===== src/rtl/mem_arb.sv =====
// -----------------------------------------------------------------------------
// mem_arb
//   Shares one system bus master port between the instruction fetch unit (IFU)
//   and the load/store unit (LSU). Each side issues single-cycle command
//   pulses. Commands are alignment-checked, latched as pending, and issued one
//   at a time as a single outstanding bus transaction. The LSU wins when both
//   sides are pending.
//
// Ports
//   clk, nrst          core clock, asynchronous active-low reset
//   i_ifu_*            fetch command (address + read pulse)
//   o_ifu_*            fetched word, busy (combinational stall), error flags
//   i_lsu_*            load/store command (address, write data, size, pulses)
//   o_lsu_*            load word (raw lanes), busy (combinational), error flags
//   o_bus_*            registered bus request: word address, wr, byte enables,
//                      write data; held stable while o_bus_req is high
//   i_bus_*            completion pulse with read data and error qualifier
// -----------------------------------------------------------------------------
module mem_arb (
  input  logic        clk,
  input  logic        nrst,
  // instruction fetch side
  input  logic [31:0] i_ifu_addr,
  input  logic        i_ifu_rd_cmd,
  output logic [31:0] o_ifu_instr_dat,
  output logic        o_ifu_busy,
  output logic        o_ifu_err_align,
  output logic        o_ifu_err_bus,
  // load/store side
  input  logic [31:0] i_lsu_addr,
  input  logic [31:0] i_lsu_wdat,
  input  logic [1:0]  i_lsu_size,
  input  logic        i_lsu_rd_cmd,
  input  logic        i_lsu_wr_cmd,
  output logic [31:0] o_lsu_rdat,
  output logic        o_lsu_busy,
  output logic        o_lsu_err_align,
  output logic        o_lsu_err_bus,
  // system bus master port
  output logic [31:0] o_bus_addr,
  output logic        o_bus_req,
  output logic        o_bus_wr,
  output logic [3:0]  o_bus_be,
  output logic [31:0] o_bus_wdat,
  input  logic        i_bus_ack,
  input  logic [31:0] i_bus_rdat,
  input  logic        i_bus_err
);

  localparam int unsigned CPU_ADDR_WIDTH = 32;
  localparam int unsigned CPU_DATA_WIDTH = 32;
  localparam int unsigned WORD_AW        = CPU_ADDR_WIDTH - 2;
  localparam int unsigned BE_WIDTH       = CPU_DATA_WIDTH / 8;

  localparam logic [1:0] SZ_BYTE = 2'd0;
  localparam logic [1:0] SZ_HALF = 2'd1;

  typedef enum logic [1:0] {
    ST_IDLE  = 2'd0,
    ST_BUS_I = 2'd1,
    ST_BUS_D = 2'd2
  } state_t;

  state_t r_state;
  state_t w_state_nxt;

  // pending request latches
  logic                      r_pend_i;
  logic [WORD_AW-1:0]        r_addr_i;
  logic                      r_pend_d;
  logic [CPU_ADDR_WIDTH-1:0] r_addr_d;
  logic [CPU_DATA_WIDTH-1:0] r_wdat_d;
  logic [1:0]                r_size_d;
  logic                      r_wr_d;

  // status registers
  logic [CPU_DATA_WIDTH-1:0] r_ifu_dat;
  logic                      r_ifu_err_align;
  logic                      r_ifu_err_bus;
  logic [CPU_DATA_WIDTH-1:0] r_lsu_dat;
  logic                      r_lsu_err_align;
  logic                      r_lsu_err_bus;

  // bus output registers
  logic [CPU_ADDR_WIDTH-1:0] r_bus_addr;
  logic                      r_bus_req;
  logic                      r_bus_wr;
  logic [BE_WIDTH-1:0]       r_bus_be;
  logic [CPU_DATA_WIDTH-1:0] r_bus_wdat;

  logic [CPU_ADDR_WIDTH-1:0] w_bus_addr_nxt;
  logic                      w_bus_req_nxt;
  logic                      w_bus_wr_nxt;
  logic [BE_WIDTH-1:0]       w_bus_be_nxt;
  logic [CPU_DATA_WIDTH-1:0] w_bus_wdat_nxt;

  logic w_issue_i;
  logic w_issue_d;
  logic w_arb;

  // byte enables for a naturally aligned access of the given size
  function automatic logic [BE_WIDTH-1:0] f_be(input logic [1:0] size,
                                                input logic [1:0] ofs);
    logic [BE_WIDTH-1:0] be;
    case (size)
      SZ_BYTE: be = BE_WIDTH'(4'b0001 << ofs);
      SZ_HALF: be = BE_WIDTH'(4'b0011 << ofs);
      default: be = 4'b1111;
    endcase
    return be;
  endfunction

  // command qualification: a command while that side is busy is ignored
  logic w_ifu_act;
  logic w_ifu_cmd_ok;
  logic w_ifu_mis;
  logic w_ifu_cap;
  logic w_lsu_act;
  logic w_lsu_cmd;
  logic w_lsu_cmd_ok;
  logic w_lsu_mis;
  logic w_lsu_cap;

  assign w_ifu_act    = (r_state == ST_BUS_I);
  assign w_ifu_cmd_ok = i_ifu_rd_cmd & ~r_pend_i & ~w_ifu_act;
  assign w_ifu_mis    = |i_ifu_addr[1:0];
  assign w_ifu_cap    = w_ifu_cmd_ok & ~w_ifu_mis;

  assign w_lsu_act    = (r_state == ST_BUS_D);
  assign w_lsu_cmd    = i_lsu_rd_cmd | i_lsu_wr_cmd;
  assign w_lsu_cmd_ok = w_lsu_cmd & ~r_pend_d & ~w_lsu_act;
  assign w_lsu_cap    = w_lsu_cmd_ok & ~w_lsu_mis;

  // reserved size 3 is checked as a word
  always_comb begin
    w_lsu_mis = 1'b0;
    case (i_lsu_size)
      SZ_BYTE: w_lsu_mis = 1'b0;
      SZ_HALF: w_lsu_mis = i_lsu_addr[0];
      default: w_lsu_mis = |i_lsu_addr[1:0];
    endcase
  end

  // a command captured this edge can be issued on the same edge
  logic                      w_pend_i_eff;
  logic [WORD_AW-1:0]        w_addr_i_eff;
  logic                      w_pend_d_eff;
  logic [CPU_ADDR_WIDTH-1:0] w_addr_d_eff;
  logic [CPU_DATA_WIDTH-1:0] w_wdat_d_eff;
  logic [1:0]                w_size_d_eff;
  logic                      w_wr_d_eff;

  assign w_pend_i_eff = r_pend_i | w_ifu_cap;
  assign w_addr_i_eff = w_ifu_cap ? i_ifu_addr[CPU_ADDR_WIDTH-1:2] : r_addr_i;
  assign w_pend_d_eff = r_pend_d | w_lsu_cap;
  assign w_addr_d_eff = w_lsu_cap ? i_lsu_addr   : r_addr_d;
  assign w_wdat_d_eff = w_lsu_cap ? i_lsu_wdat   : r_wdat_d;
  assign w_size_d_eff = w_lsu_cap ? i_lsu_size   : r_size_d;
  assign w_wr_d_eff   = w_lsu_cap ? i_lsu_wr_cmd : r_wr_d;

  // FSM state register
  always_ff @(posedge clk or negedge nrst) begin
    if (!nrst) begin
      r_state <= ST_IDLE;
    end else begin
      r_state <= w_state_nxt;
    end
  end

  // arbitration (data side first) and next bus outputs
  always_comb begin
    w_state_nxt    = r_state;
    w_issue_i      = 1'b0;
    w_issue_d      = 1'b0;
    w_arb          = 1'b0;
    w_bus_addr_nxt = r_bus_addr;
    w_bus_wr_nxt   = r_bus_wr;
    w_bus_be_nxt   = r_bus_be;
    w_bus_wdat_nxt = r_bus_wdat;

    case (r_state)
      ST_IDLE:            w_arb = 1'b1;
      ST_BUS_I, ST_BUS_D: w_arb = i_bus_ack;
      default:            w_arb = 1'b1;
    endcase

    if (w_arb) begin
      if (w_pend_d_eff) begin
        w_state_nxt = ST_BUS_D;
        w_issue_d   = 1'b1;
      end else if (w_pend_i_eff) begin
        w_state_nxt = ST_BUS_I;
        w_issue_i   = 1'b1;
      end else begin
        w_state_nxt = ST_IDLE;
      end
    end

    w_bus_req_nxt = (w_state_nxt != ST_IDLE);

    if (w_issue_d) begin
      w_bus_addr_nxt = {w_addr_d_eff[CPU_ADDR_WIDTH-1:2], 2'b00};
      w_bus_wr_nxt   = w_wr_d_eff;
      w_bus_be_nxt   = f_be(w_size_d_eff, w_addr_d_eff[1:0]);
      w_bus_wdat_nxt = w_wdat_d_eff;
    end else if (w_issue_i) begin
      w_bus_addr_nxt = {w_addr_i_eff, 2'b00};
      w_bus_wr_nxt   = 1'b0;
      w_bus_be_nxt   = '1;
      w_bus_wdat_nxt = '0;
    end
  end

  // bus output registers; only loaded on issue so they hold during a request
  always_ff @(posedge clk or negedge nrst) begin
    if (!nrst) begin
      r_bus_addr <= '0;
      r_bus_req  <= 1'b0;
      r_bus_wr   <= 1'b0;
      r_bus_be   <= '0;
      r_bus_wdat <= '0;
    end else begin
      r_bus_addr <= w_bus_addr_nxt;
      r_bus_req  <= w_bus_req_nxt;
      r_bus_wr   <= w_bus_wr_nxt;
      r_bus_be   <= w_bus_be_nxt;
      r_bus_wdat <= w_bus_wdat_nxt;
    end
  end

  // pending latches; issuing clears the flag
  always_ff @(posedge clk or negedge nrst) begin
    if (!nrst) begin
      r_pend_i <= 1'b0;
      r_addr_i <= '0;
      r_pend_d <= 1'b0;
      r_addr_d <= '0;
      r_wdat_d <= '0;
      r_size_d <= '0;
      r_wr_d   <= 1'b0;
    end else begin
      r_pend_i <= w_pend_i_eff & ~w_issue_i;
      r_pend_d <= w_pend_d_eff & ~w_issue_d;
      if (w_ifu_cap) begin
        r_addr_i <= i_ifu_addr[CPU_ADDR_WIDTH-1:2];
      end
      if (w_lsu_cap) begin
        r_addr_d <= i_lsu_addr;
        r_wdat_d <= i_lsu_wdat;
        r_size_d <= i_lsu_size;
        r_wr_d   <= i_lsu_wr_cmd;
      end
    end
  end

  // IFU status: errors reset on each accepted command, data holds otherwise
  always_ff @(posedge clk or negedge nrst) begin
    if (!nrst) begin
      r_ifu_dat       <= '0;
      r_ifu_err_align <= 1'b0;
      r_ifu_err_bus   <= 1'b0;
    end else if (w_ifu_cmd_ok) begin
      r_ifu_err_align <= w_ifu_mis;
      r_ifu_err_bus   <= 1'b0;
    end else if (w_ifu_act && i_bus_ack) begin
      if (i_bus_err) begin
        r_ifu_err_bus <= 1'b1;
      end else begin
        r_ifu_dat <= i_bus_rdat;
      end
    end
  end

  // LSU status: writes never disturb the last load word
  always_ff @(posedge clk or negedge nrst) begin
    if (!nrst) begin
      r_lsu_dat       <= '0;
      r_lsu_err_align <= 1'b0;
      r_lsu_err_bus   <= 1'b0;
    end else if (w_lsu_cmd_ok) begin
      r_lsu_err_align <= w_lsu_mis;
      r_lsu_err_bus   <= 1'b0;
    end else if (w_lsu_act && i_bus_ack) begin
      if (i_bus_err) begin
        r_lsu_err_bus <= 1'b1;
      end else if (!r_bus_wr) begin
        r_lsu_dat <= i_bus_rdat;
      end
    end
  end

  // busy includes the command cycle itself so the pipeline stalls at once
  assign o_ifu_busy      = i_ifu_rd_cmd | r_pend_i | w_ifu_act;
  assign o_lsu_busy      = w_lsu_cmd | r_pend_d | w_lsu_act;

  assign o_ifu_instr_dat = r_ifu_dat;
  assign o_ifu_err_align = r_ifu_err_align;
  assign o_ifu_err_bus   = r_ifu_err_bus;
  assign o_lsu_rdat      = r_lsu_dat;
  assign o_lsu_err_align = r_lsu_err_align;
  assign o_lsu_err_bus   = r_lsu_err_bus;

  assign o_bus_addr      = r_bus_addr;
  assign o_bus_req       = r_bus_req;
  assign o_bus_wr        = r_bus_wr;
  assign o_bus_be        = r_bus_be;
  assign o_bus_wdat      = r_bus_wdat;

endmodule


===== config.mk =====
export PLATFORM = sky130hd
export DESIGN_NAME = mem_arb
export DESIGN_NICKNAME = d
export VERILOG_FILES = /design/src/rtl/mem_arb.sv
export SDC_FILE = /design/constraint.sdc
export NUM_CORES = 1
export LEC_CHECK = 0
export BUFFER_PORTS_ARGS = -buffer_cell sky130_fd_sc_hd__buf_2
export CAP_MARGIN = 40
export CORE_MARGIN = 2
export CORE_UTILIZATION = 45
export CTS_CLUSTER_SIZE = 14
export DETAILED_ROUTE_END_ITERATION = 16
export PLACE_DENSITY = 0.71
export SLEW_MARGIN = 20
export SYNTH_ARGS = -nofsm -noshare
export SYNTH_HDL_FRONTEND = slang
export SYNTH_SLANG_ARGS = --single-unit

===== constraint.sdc =====
create_clock -name clk -period 3.35 [get_ports clk]
set_clock_uncertainty 0.1 [all_clocks]
set_input_delay 0.67 -clock clk [delete_from_list [all_inputs] [get_ports clk]]
set_output_delay 0.67 -clock clk [all_outputs]
set_load 0.03 [all_outputs]

==> key figures <==
Yosys
  – Unique masters post-synth: 41
  – Sequential element share of the synthesized area: 0.648
  – Area of the mapped netlist: around 9100 um^2
  – Number of standard cells after synthesis: 630
  – Share of flip-flops with an asynchronous set or reset after synthesis: 1.00
  – Yosys Warn Count: 0
  – Top cell type by total area after synthesis: dfrtp_1
  – Leading cell types by total area after synthesis: dfrtp_1 65%, mux2_2 19%, a22o_1 3.2%
  – Most used DFF post-synth: dfrtp_1
  – Count of flip-flops with a built-in enable after synthesis: 0
  – Avg Synthesized Cell Area: 14.5 um^2
  – Portion of synthesized cell area occupied by the leading cell type: 0.648
  – Flop and latch count out of synthesis: 237

Clock network
  – H-tree levels: 1
  – Clk slew on worst S/H paths: 60 ps
  – Hold-fix buffer count after cts: 0
  – Worst skew pair latency: 510 ps
  – Gates resized, CTS repair: 0
  – TritonCTS clock tree: done
  – Sink Count: 237
  – Max Buffers Root-to-Sink: 3
  – Post-CTS Setup Repair Bufs: 0
  – Total CTS buffers: 25
  – Clock root buffer: clkbuf_16

Detailed routing
  – Final routed DRC violation total: 0
  – Antenna violation net count after detailed routing: 0
  – Vias: 6218
  – Total Wirelength: 21600 um
  – Via density per instance: 5.18
  – Routed wire length per instance: roughly 18 um
  – Pre-antenna DRT Iters: 4
  – DR iter-0 viols: 274

Timing
  – Max-Slew Margin vs Limit: 0.490
  – Smallest setup slack after layout: 466 ps
  – Maximum achievable frequency: 347 MHz
  – Total negative slack for setup checks: 0 ps
  – Crit path time final: 2880 ps
  – Final Hold Vio Count: 0
  – Final cycle utilization of the critical path: 0.861
  – RSZ-0062 raised after global routing: no
  – Transition time at the pin with the least slew margin: around 760 ps
  – Final setup vio count: 0
  – Pins over their slew limit: 0

Worst setup path
  – Critical path class: flop to flop
  – Required time worst endpoint: between 3000 and 4000 ps
  – Worst setup SP type: flop
  – Arrival time of data at the critical path endpoint: between 3000 and 4000 ps
  – Maximum fanout along the worst path: 17
  – Capturing element type of the critical path: flop
  – Cell depth of the worst flop-to-flop path: 7

Outcome
  – Run status: finished clean

Finish
  – Fraction of layout instances using a drive strength above 1: 0.532
  – Post-synthesis to final-layout area growth: 27.9%
  – Area of combinational cells with multiple inputs: 3050 um^2
  – Number of nets in the finished design: 1052
  – Most common library cell in the layout ignoring fill and taps: buf_2
  – Post-route insts no fill: 1201
  – Final Instance Area: approximately 12000 um^2
  – Fill cell total of the finished layout: 1613
  – Commonest cells after routing, fill and taps aside: 273 x buf_2, 237 x dfrtp_1, 157 x mux2_2
  – Storage cell area: just under 6000 um^2

GRT
  – Met3 Track Usage GR: 0.0513
  – Number of antenna violations at the first check in global routing: 2
  – Pin count of the biggest net entering global routing: a little over 80
  – Overall track demand over capacity in global routing: 0.200
  – Number of global-route vias before repair: approximately 6600
  – Busiest layer in global routing: met2
  – Congestion Overflow GR: 0
  – Global-route wire length before repair: 34700 um
  – Global-route track usage on met2: 0.340
  – Global Route met1 Usage: 0.256

Floorplanning
  – Area of the die: 21500 um^2
  – Top Ports: 277
  – Std cell rows: 52
  – Y dimension of the die: 147 um
  – Starting utilization of the core area: 0.455
  – Placeable core region: 20100 um^2
  – Die width: 147 um

Placement
  – Post-Place Cells: 1156
  – Count of buffers inserted at the top-level ports: 274
  – Detailed placer's ending HPWL: 14800 um
  – Final weighted congestion of routability-driven global placement: between 0.7 and 0.8
  – Placement Setup Slack: 431 ps
  – Placement-stage cell area: 10900 um^2

Pwr
  – Total power of the final layout: 0.0126 W
  – Leakage Power: 5.58 nW
  – Areal power density over the cells: around 1100 nW/um^2
  – Largest vdd supply drop: about 0.61 mV

Worst hold path
  – Class of the most critical hold timing path: input pin to asynchronous set/reset pin

Job
  – Count of maximum capacitance violations: 0
[flip-flops by register name (all words and copies together) (netlist names)]
register and count:
r_state 2, r_pend_i 1, o_ifu_err_align 1, r_size_d 2, r_addr_i 30, o_bus_wdat 32
o_ifu_instr_dat 32, r_pend_d 1, r_wr_d 1, o_bus_wr 1, r_wdat_d 32, o_bus_req 1
o_lsu_err_bus 1, o_bus_be 4, o_bus_addr 30, o_ifu_err_bus 1, r_addr_d 32, o_lsu_rdat 32
o_lsu_err_align 1
[synth_stat cells (3+ instances only)]
cell type,instances
a21oi_1,20
a22o_1,33
a31oi_1,7
a41oi_1,3
buf_2,11
clkbuf_1,20
dfrtp_1,237
inv_1,7
mux2_2,157
mux2i_1,15
nand2_1,21
nor2_1,17
o21ai_0,4
o21ai_1,16
o22ai_1,30
[through the flow]
stage,utilization,hold WS [ps]
3_3_place_gp,0.542,370
5_1_grt,0.582,81.1
4_1_cts,0.581,69.8
3_5_place_dp,0.542,374
2_1_floorplan,-,274
6_report,0.582,46.7
[area by class of cell]
type / count / area share
tap: 270 / 0.0289
antenna: 3 / 0.000642
inverter: 7 / 0.00225
clock inverter: 6 / 0.00492
sequential: 237 / 0.507
timing repair buffer: 291 / 0.133
multi-input combinational: 351 / 0.261
clock buffer: 36 / 0.0621
[metal layers]
| metal | wire (um) | share of wire |
|---|---|---|
| met1 | 8760 | 0.40 |
| met2 | 10900 | 0.51 |
| met3 | 1540 | 0.071 |
| met4 | 406 | 0.019 |
| met5 | 0 | 0 |
[critical path: stages (launching register included)]
cell	delay, ps
dfrtp_1	380
inv_1	70
ha_1	250
nor4b_1	510
nor2_1	210
or4_1	840
o22ai_1	310
a21oi_1	70
[logic make-up after synthesis]
group | synth area share
AO/OA/AOI/OAI | 0.0879
adder cells (fa/ha/maj) | 0.00273
buffers and inverters | 0.0208
flip-flops | 0.648
multiplexers | 0.210
other | 0.000410
AND/OR/NAND/NOR | 0.0302
[where the power goes]
part / total (W) / switching, W / internal (W)
logic: 0.00517 / 0.00323 / 0.00194
clock network: 0.00264 / 0.00107 / 0.00157
registers: 0.00478 / 0.000566 / 0.00422
total: 0.0126 / 0.00487 / 0.00773
[path summary, 6_finish.rpt]
| path | start | to | slack [ps] |
|---|---|---|---|
| max | r_state[1] | o_bus_addr[11] | 470 |
| min reg2reg | o_lsu_err_align | o_lsu_err_align | 390 |
| max in group asynchronous | nrst | r_wdat_d[19] | 2310 |
| min | nrst | o_bus_addr[21] | 50 |
| min in group clk | i_bus_rdat[11] | o_ifu_instr_dat[11] | 300 |
| max reg2reg | r_state[1] | o_bus_addr[11] | 470 |
Power figures use the tool's default switching activity.
